--- src/rtl/dq_cas_timing_guard.sv ---
// Per-bank-group CAS spacing guard: tracks tCCD_S/L, tWTR_S/L and tRTW on the DQ bus,
// exposes per-BG RD/WR issue permission and flags any CAS issued while not permitted.
module dq_cas_timing_guard #(
    parameter int NUM_BG = 4,
    parameter int T_CCDS = 4,
    parameter int T_CCDL = 6,
    parameter int T_WTRS = 12,
    parameter int T_WTRL = 18,
    parameter int T_RTW  = 8,
    localparam int BG_W  = (NUM_BG > 1) ? $clog2(NUM_BG) : 1
) (
    input  logic              clk,
    input  logic              rst,
    input  logic              cas_issue,
    input  logic              cas_is_wr,
    input  logic [BG_W-1:0]   cas_bg,
    output logic [NUM_BG-1:0] rd_allowed,
    output logic [NUM_BG-1:0] wr_allowed,
    output logic              ccd_violation
);

    localparam int MAX_A   = (T_CCDS > T_CCDL) ? T_CCDS : T_CCDL;
    localparam int MAX_B   = (T_WTRS > T_WTRL) ? T_WTRS : T_WTRL;
    localparam int MAX_AB  = (MAX_A > MAX_B) ? MAX_A : MAX_B;
    localparam int MAX_T   = (MAX_AB > T_RTW) ? MAX_AB : T_RTW;
    localparam int CNT_W   = $clog2(MAX_T + 1);
    localparam int BG_SPAN = 1 << BG_W;

    localparam logic [CNT_W-1:0] C_MAX  = CNT_W'(MAX_T);
    localparam logic [CNT_W-1:0] C_ONE  = CNT_W'(1);
    localparam logic [CNT_W-1:0] C_CCDS = CNT_W'(T_CCDS);
    localparam logic [CNT_W-1:0] C_CCDL = CNT_W'(T_CCDL);
    localparam logic [CNT_W-1:0] C_WTRS = CNT_W'(T_WTRS);
    localparam logic [CNT_W-1:0] C_WTRL = CNT_W'(T_WTRL);
    localparam logic [CNT_W-1:0] C_RTW  = CNT_W'(T_RTW);

    logic [CNT_W-1:0]   e_cnt [NUM_BG];
    logic [NUM_BG-1:0]  w_flag;
    logic [NUM_BG-1:0]  v_flag;
    logic [CNT_W-1:0]   eg_cnt;
    logic               wg_flag;
    logic [BG_W-1:0]    lbg;
    logic               vg_flag;

    logic [BG_SPAN-1:0] bg_map;
    logic [BG_SPAN-1:0] rd_ext;
    logic [BG_SPAN-1:0] wr_ext;
    logic               bg_hit;
    logic               cas_legal;

    // Permission depends only on registered state, never on the current cas_* inputs.
    always_comb begin
        rd_allowed = '0;
        wr_allowed = '0;
        for (int b = 0; b < NUM_BG; b++) begin
            logic same_rd, same_wr, cross_rd, cross_wr, cross_free;
            same_rd    = !v_flag[b] || (e_cnt[b] >= (w_flag[b] ? C_WTRL : C_CCDL));
            same_wr    = !v_flag[b] || (e_cnt[b] >= (w_flag[b] ? C_CCDL : C_RTW));
            cross_free = !vg_flag || (lbg == BG_W'(b));
            cross_rd   = cross_free || (eg_cnt >= (wg_flag ? C_WTRS : C_CCDS));
            cross_wr   = cross_free || (eg_cnt >= (wg_flag ? C_CCDS : C_RTW));
            rd_allowed[b] = same_rd && cross_rd;
            wr_allowed[b] = same_wr && cross_wr;
        end
    end

    // Widen to the full cas_bg code space so out-of-range indices read as illegal.
    always_comb begin
        bg_map = '0;
        bg_map[NUM_BG-1:0] = '1;
        rd_ext = '0;
        rd_ext[NUM_BG-1:0] = rd_allowed;
        wr_ext = '0;
        wr_ext[NUM_BG-1:0] = wr_allowed;
        bg_hit    = cas_issue && bg_map[cas_bg];
        cas_legal = bg_map[cas_bg] && (cas_is_wr ? wr_ext[cas_bg] : rd_ext[cas_bg]);
    end

    always_ff @(posedge clk or posedge rst) begin
        if (rst) begin
            for (int b = 0; b < NUM_BG; b++) begin
                e_cnt[b] <= C_MAX;
            end
            w_flag        <= '0;
            v_flag        <= '0;
            eg_cnt        <= C_MAX;
            wg_flag       <= 1'b0;
            lbg           <= '0;
            vg_flag       <= 1'b0;
            ccd_violation <= 1'b0;
        end else begin
            for (int b = 0; b < NUM_BG; b++) begin
                if (bg_hit && (cas_bg == BG_W'(b))) begin
                    e_cnt[b]  <= C_ONE;
                    w_flag[b] <= cas_is_wr;
                    v_flag[b] <= 1'b1;
                end else if (e_cnt[b] != C_MAX) begin
                    e_cnt[b] <= e_cnt[b] + C_ONE;
                end
            end
            if (bg_hit) begin
                eg_cnt  <= C_ONE;
                wg_flag <= cas_is_wr;
                lbg     <= cas_bg;
                vg_flag <= 1'b1;
            end else if (eg_cnt != C_MAX) begin
                eg_cnt <= eg_cnt + C_ONE;
            end
            // Illegal CAS is reported, never suppressed: state above already took it.
            ccd_violation <= cas_issue && !cas_legal;
        end
    end

endmodule

--- config.mk ---
export PLATFORM = sky130hd
export DESIGN_NAME = dq_cas_timing_guard
export DESIGN_NICKNAME = d
export VERILOG_FILES = /design/src/rtl/dq_cas_timing_guard.sv
export SDC_FILE = /design/constraint.sdc
export NUM_CORES = 1
export LEC_CHECK = 0
export CORE_MARGIN = 2
export CORE_UTILIZATION = 27
export CTS_BUF_LIST = sky130_fd_sc_hd__clkbuf_8
export CTS_CLUSTER_DIAMETER = 100
export DETAILED_ROUTE_END_ITERATION = 16
export SYNTH_ARGS = -nofsm -noshare
export SYNTH_HDL_FRONTEND = slang
export SYNTH_SLANG_ARGS = --single-unit
--- constraint.sdc ---
create_clock -name clk -period 4.05 [get_ports clk]
set_input_delay 0.81 -clock clk [delete_from_list [all_inputs] [get_ports clk]]
set_output_delay 0.81 -clock clk [all_outputs]
set_load 0.01 [all_outputs]
# Word-level counts from Yosys, hierarchy flattened
# Cells that the tools add are included.
# totals
reg_bits,38
inputBits,6
output_inout_bits,9
elab_cells,119
# op_classes
add_sub_neg,5
magnitude_cmp,11
eq_ne,11
n_mux,27
reduce_logical,48
# ops
cell,n
$mux W5,14
$ge A5 B4 Y1,6
$add A5 B1 Y5 const B,5
$ne A5 B5 Y1 const B,5
$mux W4,6
$ge A5 B5 Y1,4
$logic_or A1 B1 Y1,20
$logic_and A1 B1 Y1,15
$reduce_bool A2 Y1,5
$eq A2 B2 Y1 const B,4
$bmux W1 S2,3
$logic_not A1 Y1,6
$eq A2 B1 Y1 const B,2
$logic_not A2 Y1,2
$mux W1,4
$lt A2 B3 Y1 const B,1

# Longest topological paths before layout
# Gate-level depths: netlist of the first run.
# logic_depth
word_depth,10
mapped_depth,7
mapped_depth_nobuf,7

# Least setup slack after synthesis of the first run
# No wires, ideal clock.
# synth_timing
path_type,register -> output
from,register eg_cnt[3]
to,output wr_allowed[0]
t_arrival_ps,1624
t_required_ps,3240
slack_ps,1616
path_stages_with_launch,5
n_path_buf,0
cell_sequence,dfrtp_1 > ha_1 > or4b_1 > nand3_2 > o22a_1
# synth_via
elab_chain_cells,3
# synth_rtl
item,line,source
start: declaration,40,logic [CNT_W-1:0] eg_cnt;
start signal: assignment,107,eg_cnt <= eg_cnt + C_ONE;
$ge A5 B4 Y1,61,cross_wr = cross_free || (eg_cnt >= (wg_flag ? C_CCDS : C_RTW));
$logic_or A1 B1 Y1,61,
$logic_and A1 B1 Y1,63,wr_allowed[b] = same_wr && cross_wr;
end: declaration,18,"output logic [NUM_BG-1:0] wr_allowed,"
# No other way between the ends.

# Final worst setup path of the first run
# Same ends and word-level chain as after synthesis.

==> results.cfg, run 1 <==
[critical_path]
crit_end = wr_allowed[0]
crit_type = reg -> out
cp_data_required_time_ns = 3.24
endpoint_kind = output port
regToRegSetupSlack_ns = 1.98
cp-start-kind = register
crit_buf_inv = 1
arrival_ns = 2.61
setup.worst_path.start = eg_cnt[3]
worst_r2r_endpoint = ccd_violation
reg2reg_depth = 6
critPathTopFamily = simple AND/OR/NAND/NOR gates
cp_num_cells = 5
critPathMaxFanout = 6
slowest_delay_ns = 0.59
path_cells = ha_1, or4b_1, nand3_2, o22a_1, clkdlybuf4s50_1
cp_slowest_cell = or4b_1
r2r-start = eg_cnt[3]

[floorplanning]
start_util_pct = 27.9
pin_count = 15
rows = 35
die_h_um = 102
die-width_um = 102
core_um2 = 9240
dieArea_um2 = 10300

[final_layout]
fill_cells = 961
drive_gt1_share_pct = 10.5
syn2layout_area_growth_pct = 14.1
num-nets-final = 326
antenna_cells = 0

[timing]
min_period_ns = 3.42
skew_ns = 0.0115
tns_ns = 0
period_share_pct = 84.4
hold_ws_ns = 0.497
fmax_mhz = 293
rsz0062_at_grt = false
tightest_slew_ns = 0.796
setup_viol = 0
maxSlewViolCount = 0
slew_headroom_pct = 46.5
final_hold_viol_count = 0

[logic_synthesis]
synthTopCellsByCount = 34 x ha_1, 32 x nor2_1, 28 x dfrtp_1
synth.most_common_cell = ha_1
synth_top_area_share_pct = 27.2
yosysUniqueCellTypes = 51
async_flop_share_pct = 100
synth-seq-area-share_pct = 37.4
ys_ff_latch = 38
synth_top_area_cell = dfrtp_1
syn_area_um2 = 2570
synth-edff-count = 0
synth.avg_cell_area_um2 = 9.57
yosys_warnings = 0
ys.flop_type = dfrtp_1
syn-num-nets = 309
synth_area_leaders = dfrtp_1 27%, ha_1 17%, dfstp_2 10%
syn_inst = 269

[global_route]
antenna_found_initial = 0
grt_usage_pct = 10.8
grt_max_degree = 39
grt_pass1_vias = 1871
gr-total-overflow = 0
grt_pass1_wl_um = 8800

[clock_tree]
clkTransAtPathRegs_ns = 0.08
cts_buffers = 5
tritoncts = done
clk_latency_ns = 0.30
root_buffer = clkbuf_8
clock-sinks = 38
ctsResizeCount = 0
h-tree-depth = 2
cts_buffer_depth = 2
hold_buffers = 0
postCtsSetupBuffers = 0

[route]
dr.pass1.iters = 4
drcViolationCount = 0
ant_nets = 0
drt_iter0_markers = 47
num_vias = 1868
wl_per_cell_um = 12.1
post_drt_via_cell_ratio = 4.49
drt_wl_total_um = 5020

[job]
drv_cap = 0

[placed_design]
dpl.hpwl_um = 3730
place_congestion = 0.814
port_buffers = 14

[run_status]
outcome = finished clean

[power]
power_leakage_nw = 1.37
power.density_nw_per_um2 = 587
ir_worst_vdd_mv = 0.240

[hold_path]
hold_path_class = reg -> reg
==> registers in the layout, summed over array words and instances (netlist names) <==
register / count
ccd_violation: 1
wg_flag: 1
e_cnt: 20
w_flag: 4
lbg: 2
eg_cnt: 5
v_flag: 4
vg_flag: 1
==> report_power, final <==
part	total, mW	leakage [nW]	switching (mW)	internal, mW
sequential	0.684	0.430	0.160	0.524
clock	0.273	0.0524	0.138	0.135
combinational	0.767	0.887	0.375	0.393
total	1.72	1.37	0.673	1.05
==> stage by stage <==
step / util [%] / area, um^2 / cells / worst slack [ns] / power [mW]
after CTS: 31.8 / 2940 / 416 / 0.634 / 1.75
after global routing: 31.8 / 2940 / 416 / 0.527 / 1.90
after detailed placement: 30.8 / 2850 / 408 / 0.967 / 1.47
final: 31.8 / 2940 / 416 / 0.631 / 1.72
after global placement: 30.8 / 2850 / 408 / 1.00 / 1.44
after floorplan: - / 2570 / 269 / 1.62 / 1.23
==> worst min-delay path by stage <==
stage | start | to | slack (ns) | cells past startpoint
final | v_flag[3] | v_flag[3] | 0.50 | 1
after global routing | v_flag[1] | v_flag[1] | 0.54 | 1
after CTS | v_flag[3] | v_flag[3] | 0.50 | 1
after detailed placement | v_flag[3] | v_flag[3] | 0.48 | 1
after global placement | v_flag[3] | v_flag[3] | 0.47 | 1
after floorplan | v_flag[3] | v_flag[3] | 0.45 | 1
==> cells by family after synthesis <==
family,synth area share [%]
AND/OR/NAND/NOR,21.3
multiplexers,0.826
flip-flops,37.4
adder cells (fa/ha/maj),16.5
buffers and inverters,5.20
XOR/XNOR,6.81
AO/OA/AOI/OAI,11.9
==> cell type report <==
cell class | count | area [um^2] | area share [%]
clock buffer | 6 | 82.6 | 2.81
timing repair buffer | 15 | 148 | 5.03
clock inverter | 2 | 8.76 | 0.298
sequential | 38 | 963 | 32.8
tap | 129 | 161 | 5.49
inverter | 26 | 97.6 | 3.32
multi-input combinational | 200 | 1480 | 50.3
==> per-layer routing <==
| layer | up-vias | GRT usage [%] | wire length, um |
|---|---|---|---|
| met5 | - | 0 | 0 |
| li1 | 951 | - | - |
| met3 | 6 | 2.97 | 168 |
| met2 | 17 | 17.3 | 2260 |
| met1 | 894 | 14.6 | 2530 |
| met4 | 0 | 2.81 | 57 |
==> worst register-to-register path, delay by kind of cell (launching register included) <==
kind | cells | cell delay, ns
DFF | 1 | 0.44
and+or+nand+nor | 3 | 0.90
AOI/OAI and AO/OA | 2 | 0.23
adders and majority gates | 1 | 0.37
==> layout by cell type, fill, tap and decap left out, types with 3 or more instances in the layout <==
cell / n
o22a_1: 3
nand3_1: 14
dfrtp_1: 28
o21ai_0: 8
a21oi_1: 3
clkdlybuf4s50_1: 14
nor3_1: 4
nand2_1: 15
nor4b_1: 3
nor2_1: 32
or2_1: 6
clkbuf_8: 6
xor2_1: 12
o21ai_1: 7
inv_1: 26
ha_1: 34
xnor2_1: 8
o221ai_1: 3
dfstp_2: 10
a31oi_1: 5
nand2b_1: 10
Note: power is estimated with default switching activity, not from simulation.
==> run 2: changes to the inputs <==
Clock period 4.05 ns to 3.4 ns, I/O delays scaled along.
==> run 2 against run 1 <==
Effect of this change: first-iteration DRC count rose by 81%; sequential cell count did not move; worst setup slack got worse by 0.49 ns; count of clock-buffer cells in the layout did not move.
==> results.cfg, run 2 (synthesis gave the netlist of run 1 again) <==
[clock_tree]
ctsResizeCount = 0
hold_buffers = 0
h-tree-depth = 2
clkTransAtPathRegs_ns = 0.07
clk_latency_ns = 0.29
clock-sinks = 38
root_buffer = clkbuf_8
cts_buffers = 5
tritoncts = done
postCtsSetupBuffers = 0
cts_buffer_depth = 2

[final_layout]
final_cell_mix = 34 x ha_1, 32 x nor2_1, 28 x dfrtp_1
antenna_cells = 0
syn2layout_area_growth_pct = 14.4
fin_area_um2 = 2950
multi_input_area_um2 = 1480
drive_gt1_share_pct = 10.8
reg.largest.list = e_cnt x20, eg_cnt x5
fin_cells = 417
num-nets-final = 327
regMostFlops = e_cnt
final_common_cell = ha_1
fill_cells = 968
final-seq-area_um2 = 963
fin_util_pct = 31.9
largest_reg_flops = 20

[placed_design]
place_congestion = 0.813
dpl.hpwl_um = 3730
pre_cts_slack_ns = 0.458
port_buffers = 14
placed_area_um2 = 2850
dp_cells = 409

[route]
drt_iter0_markers = 85
drcViolationCount = 0
drt_wl_total_um = 5030
wl_per_cell_um = 12.1
ant_nets = 0
num_vias = 1872
dr.pass1.iters = 4
post_drt_via_cell_ratio = 4.49

[timing]
hold_ws_ns = 0.502
setup_viol = 0
slew_headroom_pct = 65.8
skew_ns = 0.00993
timing.final.ws_setup_ns = 0.143
tightest_slew_ns = 0.512
min_period_ns = 3.26
fmax_mhz = 307
rsz0062_at_grt = false
tns_ns = 0
period_share_pct = 95.8
final_hold_viol_count = 0
maxSlewViolCount = 0

[hold_path]
min_from = v_flag[0]
holdPathStages = 1
hold_path_class = reg -> reg
hold_path_end = v_flag[0]

[global_route]
antenna_found_initial = 0
grt_max_degree = 39
grt_pass1_vias = 1919
grt_usage_pct = 10.8
grtUsageMet3_pct = 3.17
use_met1_pct = 14.0
use_met2_pct = 17.8
gr-total-overflow = 0
grt.busiest_layer = met2
grt_pass1_wl_um = 8850

[floorplanning]
pin_count = 15
dieArea_um2 = 10300
start_util_pct = 27.9
core_um2 = 9240
rows = 35
die_h_um = 102
die-width_um = 102

[run_status]
outcome = finished clean

[critical_path]
cp_data_required_time_ns = 2.72
crit_type = reg -> out
arrival_ns = 2.58
reg2reg_depth = 6
cp-start-kind = register
critPathMaxFanout = 6
worst_r2r_endpoint = ccd_violation
endpoint_kind = output port
r2r-start = eg_cnt[3]
regToRegSetupSlack_ns = 1.35

[power]
ir_worst_vdd_mv = 0.253
power.density_nw_per_um2 = 697
finalPower_mw = 2.05
power_leakage_nw = 1.37

[job]
drv_cap = 0
-- run 2: changes by cell type in the layout (fill, tap and decap cells not counted) --
cell,previous run,this run
buf_4,1,2
-- run 2: layout make-up --
type	count	share of cell area, %
Multi-Input combinational cell	200	50.1
Sequential cell	38	32.7
Tap cell	129	5.48
Timing Repair Buffer	16	5.27
Inverter	26	3.31
Clock buffer	6	2.80
Clock inverter	2	0.297
-- run 2: worst max path at each step --
stage,startpoint,to,slack (ns),cells past startpoint
4_1_cts,eg_cnt[3],wr_allowed[0],0.12,5
3_5_place_dp,eg_cnt[3],wr_allowed[0],0.46,5
6_report,eg_cnt[3],wr_allowed[0],0.14,5
5_1_grt,eg_cnt[3],wr_allowed[0],0.03,5
3_3_place_gp,eg_cnt[3],wr_allowed[0],0.49,5
2_1_floorplan,eg_cnt[3],wr_allowed[0],1.10,4
-- run 2: where the power goes --
part / switching, mW / internal (mW)
clock: 0.164 / 0.161
sequential: 0.188 / 0.624
combinational: 0.448 / 0.468
total: 0.800 / 1.25
-- run 2: per-layer routing --
layer	part of all wire (%)	vias to the layer above
met3	3.3	4
met1	49	900
met4	0.88	0
met5	0	-
li1	-	951
met2	47	17
-- run 2: critical path: stages (launching register included) --
cell	delay, ns
dfrtp_1	0.44
ha_1	0.37
or4b_1	0.58
nand3_2	0.18
o22a_1	0.17
clkdlybuf4s50_1	0.55
